### src/rtl/msk_state_unloader.sv
// ---------------------------------------------------------------------------
// msk_state_unloader
//
// Captures the full 128-bit masked AES state (d shares per bit) in one cycle
// and streams it to a downstream share consumer as four 32-bit column beats
// (32*d bits each, share-interleaved per byte) over a valid/ready handshake.
// Share bits are only moved or zeroed, never combined with each other.
//
// Optional build macro: SMAESH_UNLOADER_ZEROIZE_EN
//   defined   : rst also clears the share buffer, and sh_data_out is forced
//               to 0 whenever out_valid is low.
//   undefined : the share buffer has no reset, and sh_data_out is
//               unconstrained while out_valid is low. Control is identical.
//
// Ports
//   clk          in   1       clock, rising edge
//   rst          in   1       synchronous, active-high reset
//   in_valid     in   1       sh_data_in holds a complete shared state
//   in_ready     out  1       unloader can accept a state (high in IDLE)
//   sh_data_in   in   128*d   byte i at [8*d*i +: 8*d], share s of that byte
//                             at [8*d*i + 8*s +: 8]
//   out_valid    out  1       sh_data_out holds a valid column beat
//   out_ready    in   1       consumer accepts the beat
//   sh_data_out  out  32*d    beat k = bytes 4k..4k+3, same per-byte layout
//   out_last     out  1       high with out_valid on beat 3
//   busy         out  1       high while streaming (SEND)
// ---------------------------------------------------------------------------
module msk_state_unloader #(
  parameter int d = 2
) (
  input  logic              clk,
  input  logic              rst,
  input  logic              in_valid,
  output logic              in_ready,
  input  logic [128*d-1:0]  sh_data_in,
  output logic              out_valid,
  input  logic              out_ready,
  output logic [32*d-1:0]   sh_data_out,
  output logic              out_last,
  output logic              busy
);

  localparam int BW = 32 * d;   // one column beat
  localparam int SW = 128 * d;  // whole shared state

  typedef enum logic {
    IDLE = 1'b0,
    SEND = 1'b1
  } state_e;

  state_e          state_q, state_d;
  logic [1:0]      cnt_q, cnt_d;
  logic [SW-1:0]   shift_q, shift_d;
  logic            shift_en;
  logic            in_ready_q, out_valid_q, out_last_q, busy_q;

  // NOTE: every signal written here gets a default first, so no path leaves
  // it unassigned and no latch is inferred.
  always_comb begin
    state_d  = state_q;
    cnt_d    = cnt_q;
    shift_en = 1'b0;
    shift_d  = shift_q;
    unique case (state_q)
      IDLE: begin
        if (in_valid) begin
          state_d  = SEND;
          cnt_d    = 2'd0;
          shift_en = 1'b1;
          shift_d  = sh_data_in;
        end
      end
      SEND: begin
        if (out_ready) begin
          // Fixed right shift by one column; residual shares are replaced by
          // zeros so the buffer is empty once the last beat is accepted.
          shift_en = 1'b1;
          shift_d  = {{BW{1'b0}}, shift_q[SW-1:BW]};
          cnt_d    = cnt_q + 2'd1;  // wraps to 0 after beat 3
          if (cnt_q == 2'd3) state_d = IDLE;
        end
      end
      default: state_d = IDLE;
    endcase
  end

  // Control FSM with registered handshake outputs; in_ready never depends
  // combinationally on out_ready.
  // NOTE: sequential state uses non-blocking assignments so every flop
  // samples pre-edge values regardless of statement order.
  always_ff @(posedge clk) begin
    if (rst) begin
      state_q     <= IDLE;
      cnt_q       <= 2'd0;
      in_ready_q  <= 1'b1;
      out_valid_q <= 1'b0;
      out_last_q  <= 1'b0;
      busy_q      <= 1'b0;
    end else begin
      state_q     <= state_d;
      cnt_q       <= cnt_d;
      in_ready_q  <= (state_d == IDLE);
      out_valid_q <= (state_d == SEND);
      out_last_q  <= (state_d == SEND) && (cnt_d == 2'd3);
      busy_q      <= (state_d == SEND);
    end
  end

`ifdef SMAESH_UNLOADER_ZEROIZE_EN
  always_ff @(posedge clk) begin
    if (rst)           shift_q <= '0;
    else if (shift_en) shift_q <= shift_d;
  end

  // AND-gate the output so no share data is visible outside a valid beat.
  assign sh_data_out = shift_q[BW-1:0] & {BW{out_valid_q}};
`else
  // NOTE: the share buffer is deliberately left without reset, like the
  // other share registers; control alone decides whether its content is used.
  always_ff @(posedge clk) begin
    if (shift_en) shift_q <= shift_d;
  end

  assign sh_data_out = shift_q[BW-1:0];
`endif

  assign in_ready  = in_ready_q;
  assign out_valid = out_valid_q;
  assign out_last  = out_last_q;
  assign busy      = busy_q;

endmodule
### config.mk
export PLATFORM = sky130hd
export DESIGN_NAME = msk_state_unloader
export DESIGN_NICKNAME = d
export VERILOG_FILES = /design/src/rtl/msk_state_unloader.sv
export SDC_FILE = /design/constraint.sdc
export NUM_CORES = 1
export LEC_CHECK = 0
export CORE_MARGIN = 5
export CORE_UTILIZATION = 51
export DETAILED_ROUTE_END_ITERATION = 7
export PLACE_DENSITY = 0.85
export SLEW_MARGIN = 20
export SYNTH_ARGS = -nofsm -noshare
export SYNTH_HDL_FRONTEND = slang
export SYNTH_SLANG_ARGS = --single-unit
### constraint.sdc
create_clock -name clk -period 73.7 [get_ports clk]
set_clock_uncertainty 0.1 [all_clocks]
set_input_delay 14.74 -clock clk [delete_from_list [all_inputs] [get_ports clk]]
set_output_delay 14.74 -clock clk [all_outputs]
set_load 0.005 [all_outputs]
Word level (Yosys, flattened, before mapping):

Cells that the tools add are included.
W data, S select, Z words.

* flip-flop bits (word level): 261
* input bits: 260
* output and inout port bits: 68
* logic and storage cells: 26

* add/sub/neg operators: 1
* eq/ne operators: 4
* mux-type cells: 12
* bitwise operators: 2
* reduce and logical (&&, ||, !) cells: 2

Operators by type and width (number)
* $mux W256: 2
* $pmux W256 S2: 1
* $eq A2 B2 Y1 const B: 2
* $mux W1: 4
* $mux W2: 2
* $ne A2 B2 Y1 const B: 2
* $pmux W1 S2: 2
* $pmux W2 S2: 1
* $reduce_and A3 Y1: 1
* $add A2 B1 Y2 const B: 1
* $not A1 Y1: 2
* $logic_and A1 B1 Y1: 1

Depth between registers and ports, before layout:

* depth in word-level cells: 5
* gate-level depth with buffers: 5
* mapped depth without buffers: 4

Worst setup path before layout:

Ideal clock, no wire load.

* kind: input to register
* start: input in_valid
* end: register shift_q[0] (enable)
* setup time: 1227 ps
* data arrival time: 32623 ps
* setup slack: 39750 ps
* cell stages on the path: 2
* path buffers: 0
* path through: inv_1 o21ai_0

* word-level cells in the longest chain between the ends: 3
* elaborated cells on any way between the ends: 4
* those cells by class: eq/ne (1); mux (2); reduce/logical (1)

Ends and longest elaborated chain
* start: declaration: RTL line 33 `input logic in_valid,`
* $mux W1: RTL line 66 `if (in_valid) begin`
* $pmux W1 S2: RTL line 64 `unique case (state_q)`
* $reduce_and A3 Y1 (no source line) (*)
* end signal: assignment: RTL line 121 `if (shift_en) shift_q <= shift_d;`
* end: declaration: RTL line 53 `logic [SW-1:0] shift_q, shift_d;`

Mark *: on every way between the ends. The rest lies on a longest branch, timed or not.
A chain may end at the register's enable or synchronous reset.

Final worst setup path:

* start: input in_valid
* end: register shift_q[206] (enable)

Same word-level chain as after synthesis.

==> flow_summary.html <==
<table>
<tr><th>Metric</th><th>Value</th></tr>
<tr><th colspan="2">Synthesis</th></tr>
<tr><td>Mapped cell area</td><td>0.0113 mm2</td></tr>
<tr><td>Synthesized-area fraction occupied by xor and xnor cells</td><td>0.0778%</td></tr>
<tr><td>Cell type with the highest aggregate area in the netlist</td><td>edfxtp_1</td></tr>
<tr><td>Arithmetic-cell share of the synthesized area counting full adders, half adders and majority gates</td><td>0.111%</td></tr>
<tr><td>Synth Area in Compound Gates</td><td>0.478%</td></tr>
<tr><td>Number of synthesized flops with an enable pin</td><td>256</td></tr>
<tr><td>Basic-gate share of the synthesized area counting and, or, nand and nor cells</td><td>4.00%</td></tr>
<tr><td>Yosys warning count</td><td>0</td></tr>
<tr><td>Register area share after synthesis</td><td>69.2%</td></tr>
<tr><td>Number of distinct library cells after synthesis</td><td>25</td></tr>
<tr><td>#FFs+latches synth</td><td>261</td></tr>
<tr><td>Portion of synthesized cell area occupied by the leading cell type</td><td>68.3%</td></tr>
<tr><td>Flip-flop cell with the highest count after synthesis</td><td>edfxtp_1</td></tr>
<tr><td>Portion of netlist area occupied by mux cells</td><td>19.2%</td></tr>
<tr><td>Proportion of synthesized flip-flops having asynchronous set or reset</td><td>0%</td></tr>
<tr><td>Synthesized Nets</td><td>890</td></tr>
<tr><td>Largest family of logic cells by synthesized area</td><td>multiplexers</td></tr>
<tr><td>Cells taking the most area after synthesis</td><td>edfxtp_1, mux2_2, buf_4</td></tr>
<tr><td>Syn_area_per_cell</td><td>17.9 um2</td></tr>
<tr><td>Number of cells produced by synthesis</td><td>629</td></tr>
<tr><th colspan="2">Timing</th></tr>
<tr><td>Unrepaired setup endpoints after global routing</td><td>no</td></tr>
<tr><td>Total count of max-transition violations in the final report</td><td>0</td></tr>
<tr><td>Hold violation count in the final report</td><td>0</td></tr>
<tr><td>Tightest Pin Transition</td><td>1.11 ns</td></tr>
<tr><td>Share of the cycle needed by the critical path after routing</td><td>24.2%</td></tr>
<tr><td>Post-Route Setup TNS</td><td>0 ns</td></tr>
<tr><td>Maximum achievable frequency</td><td>56.0 MHz</td></tr>
<tr><td>Final Setup Violations</td><td>0</td></tr>
<tr><td>Max-slew headroom</td><td>26.1%</td></tr>
<tr><td>Hold Slack</td><td>0.443 ns</td></tr>
<tr><td>Final worst path period need</td><td>17.85 ns</td></tr>
<tr><td>Min setup slack post-route</td><td>55.85 ns</td></tr>
<tr><th colspan="2">Clocking</th></tr>
<tr><td>Clock tree sinks</td><td>261</td></tr>
<tr><td>Library cell used as clock root buffer</td><td>clkbuf_16</td></tr>
<tr><td>Number of hold-repair buffers added at the cts stage</td><td>0</td></tr>
<tr><td>H-tree levels</td><td>1</td></tr>
<tr><td>Insertion delay to the later sink of the worst-skew pair</td><td>0.52 ns</td></tr>
<tr><td>Maximum buffer depth of the clock tree</td><td>3</td></tr>
<tr><td>TritonCTS clock tree</td><td>done</td></tr>
<tr><td>Post-cts gate resize count</td><td>0</td></tr>
<tr><td>Post-CTS clock slew at the launch and capture registers of the worst setup and hold paths</td><td>0.06 ns</td></tr>
<tr><td>Post-CTS setup buffer count</td><td>0</td></tr>
<tr><td>Number of buffers created by CTS</td><td>28</td></tr>
<tr><th colspan="2">Layout</th></tr>
<tr><td>Growth of design area from synthesis to finish</td><td>33.9%</td></tr>
<tr><td>Layout cells sized above 1</td><td>26.1%</td></tr>
<tr><td>Core utilization of the finished layout</td><td>69.3%</td></tr>
<tr><td>Fillers</td><td>1441</td></tr>
<tr><td>Count of nets after finishing</td><td>1158</td></tr>
<tr><td>Number of standard cells in the layout, taps in and fillers out</td><td>1200</td></tr>
<tr><th colspan="2">Detailed routing</th></tr>
<tr><td>Average wire per standard cell</td><td>20.3 um</td></tr>
<tr><td>Remaining number of nets flagged by the antenna check after routing</td><td>0</td></tr>
<tr><td>DR vias/cell</td><td>5.00</td></tr>
<tr><td>Detailed Routing Iterations Pass 1</td><td>4</td></tr>
<tr><td>Met1 WL</td><td>9250 um</td></tr>
<tr><td>Met2 layer wire length in the routed design</td><td>12900 um</td></tr>
<tr><td>Routed met3 length</td><td>1600 um</td></tr>
<tr><td>Total detailed-routing wirelength</td><td>24300 um</td></tr>
<tr><td>Highest Signal Layer</td><td>met4</td></tr>
<tr><td>Count of vias placed by the detailed router</td><td>6000</td></tr>
<tr><td>Drt first-iter violations</td><td>286</td></tr>
<tr><td>Remaining DRCs</td><td>0</td></tr>
<tr><th colspan="2">Setup path</th></tr>
<tr><td>Type of element launching the critical path</td><td>input port</td></tr>
<tr><td>Maximum fanout along the worst path</td><td>79</td></tr>
<tr><td>Arrival time of data at the critical path endpoint</td><td>17.88 ns</td></tr>
<tr><td>CP Data Required Time</td><td>73.73 ns</td></tr>
<tr><td>Kind of capture point of the worst setup path</td><td>flop</td></tr>
<tr><td>Setup CP Type</td><td>in -&gt; reg</td></tr>
<tr><th colspan="2">Global route</th></tr>
<tr><td>First-pass GRT wire length</td><td>35000 um</td></tr>
<tr><td>Antenna violations before repair</td><td>2</td></tr>
<tr><td>Vias in the first global route</td><td>6400</td></tr>
<tr><td>Combined global-route utilization of all metal layers</td><td>18.2%</td></tr>
<tr><td>Final global-route overflow total</td><td>0</td></tr>
<tr><td>Largest net degree at the start of global routing</td><td>206</td></tr>
<tr><th colspan="2">Die</th></tr>
<tr><td>Starting utilization of the core area</td><td>51.7%</td></tr>
<tr><td>Count of standard-cell rows</td><td>54</td></tr>
<tr><td>Core Footprint</td><td>0.0218 mm2</td></tr>
<tr><td>Number of I/O pins</td><td>328</td></tr>
<tr><td>Die H</td><td>159 um</td></tr>
<tr><td>Die Outline Area</td><td>0.0251 mm2</td></tr>
<tr><td>Width of the die</td><td>159 um</td></tr>
<tr><th colspan="2">Place</th></tr>
<tr><td>Placed cell count</td><td>1147</td></tr>
<tr><td>Final Wtd Congestion</td><td>0.810</td></tr>
<tr><td>IO buf count</td><td>327</td></tr>
<tr><td>Detail Placement HPWL</td><td>16800 um</td></tr>
<tr><td>Setup WS pre-CTS</td><td>55.29 ns</td></tr>
<tr><th colspan="2">Pwr</th></tr>
<tr><td>Combinational cell fraction of total power</td><td>12.3%</td></tr>
<tr><td>Switching part of the total</td><td>20.0%</td></tr>
<tr><td>Switching component of the power</td><td>0.0727 mW</td></tr>
<tr><td>Cell internal pwr</td><td>0.291 mW</td></tr>
<tr><td>Static power due to leakage</td><td>5.23 nW</td></tr>
<tr><td>Power Density</td><td>24.2 mW/mm2</td></tr>
<tr><td>Reg power frac</td><td>50.7%</td></tr>
<tr><td>IR drop worst, VDD</td><td>17.1 uV</td></tr>
<tr><td>Share of total power in the clock network</td><td>37.0%</td></tr>
<tr><th colspan="2">Run status</th></tr>
<tr><td>Outcome</td><td>finished clean</td></tr>
<tr><th colspan="2">Min path</th></tr>
<tr><td>Class of the tightest hold or removal check</td><td>reg -&gt; reg</td></tr>
<tr><th colspan="2">Job</th></tr>
<tr><td>Max-Cap Viols</td><td>0</td></tr>
</table>
## cell families (layout without fill, tap and decap cells)
family / Yosys count / count (layout)
and+or+nand+nor: 72 / 72
xor gates and xnor gates: 1 / 1
adders and majority gates: 1 / 1
DFF: 261 / 261
AOI/OAI and AO/OA: 6 / 6
buffers and inverters: 96 / 385
other: 0 / 2
muxes: 192 / 192
## power groups by stage
| stage | logic, mW | registers (mW) | clock network, mW |
|---|---|---|---|
| 3_5_place_dp | 0.0447 | 0.188 | 0 |
| 3_3_place_gp | 0.0437 | 0.187 | 0 |
| 2_1_floorplan | 0.0257 | 0.195 | 0 |
| 4_1_cts | 0.0453 | 0.185 | 0.138 |
| 6_report | 0.0447 | 0.185 | 0.135 |
| 5_1_grt | 0.0477 | 0.186 | 0.145 |
## layer usage
| metal | track usage, % | up-vias |
|---|---|---|
| li1 | - | 2828 |
| met5 | 0 | - |
| met1 | 21.5 | 2942 |
| met2 | 33.2 | 191 |
| met4 | 5.93 | 0 |
| met3 | 3.62 | 39 |
## state kept, by name (all words and copies together), names as in the netlist
register,count
shift_q,256
out_last,1
busy,1
cnt_q,2
in_ready,1
## synthesized netlist by cell type, types with 2 or more instances
cell type,count
buf_2,6
buf_4,65
buf_6,21
dfxtp_1,5
edfxtp_1,256
inv_1,2
mux2_2,192
nand2_1,2
nor2b_1,64
## critical path: stages
cell	delay, ns
clkdlybuf4s50_1	0.47
inv_1	0.10
o21ai_4	0.79
buf_4	0.76
buf_4	0.90
## layout make-up
type,instances,area [um2],share of cell area (%)
multi-input combinational,272,2700,17.9
timing repair buffer,332,3320,22.1
antenna,2,5.00,0.0332
clock inverter,9,90.1,0.598
inverter,2,7.51,0.0498
sequential,261,7790,51.7
clock buffer,42,805,5.34
tap,280,350,2.32
## cell usage in the layout (no fill, tap or decap)
master             n
a211oi_2           1
a21oi_1            1
a21oi_2            1
a311oi_2           1
and3_1             1
and3b_1            1
buf_12             1
buf_4              4
bufinv_16          2
clkbuf_1          10
clkbuf_16         29
clkbuf_8           3
clkdlybuf4s50_1  327
clkinv_1           4
clkinv_2           3
dfxtp_1            4
dfxtp_4            1
diode_2            2
edfxtp_1         256
ha_1               1
inv_1              2
mux2_2           192
nand2_1            2
nand2b_1           1
nand3b_1           1
nor2_1             1
nor2b_1           64
nor3_2             1
o21ai_4            1
o31ai_1            1
xnor2_1            1
## stage by stage
step	cell area, um2	power, mW
2_1_floorplan	11300	0.220
3_3_place_gp	14200	0.231
3_5_place_dp	14200	0.232
4_1_cts	15100	0.368
5_1_grt	15100	0.378
6_report	15100	0.364
## worst paths after layout
path           startpoint  slack (ns)      endpoint  cells past startpoint
max              in_valid       55.85  shift_q[206]                      5
min          shift_q[206]        0.44  shift_q[142]                      1
max reg2reg          busy       69.75  shift_q[206]                      5
min reg2reg  shift_q[206]        0.44  shift_q[142]                      1
Power figures use the tool's default switching activity.
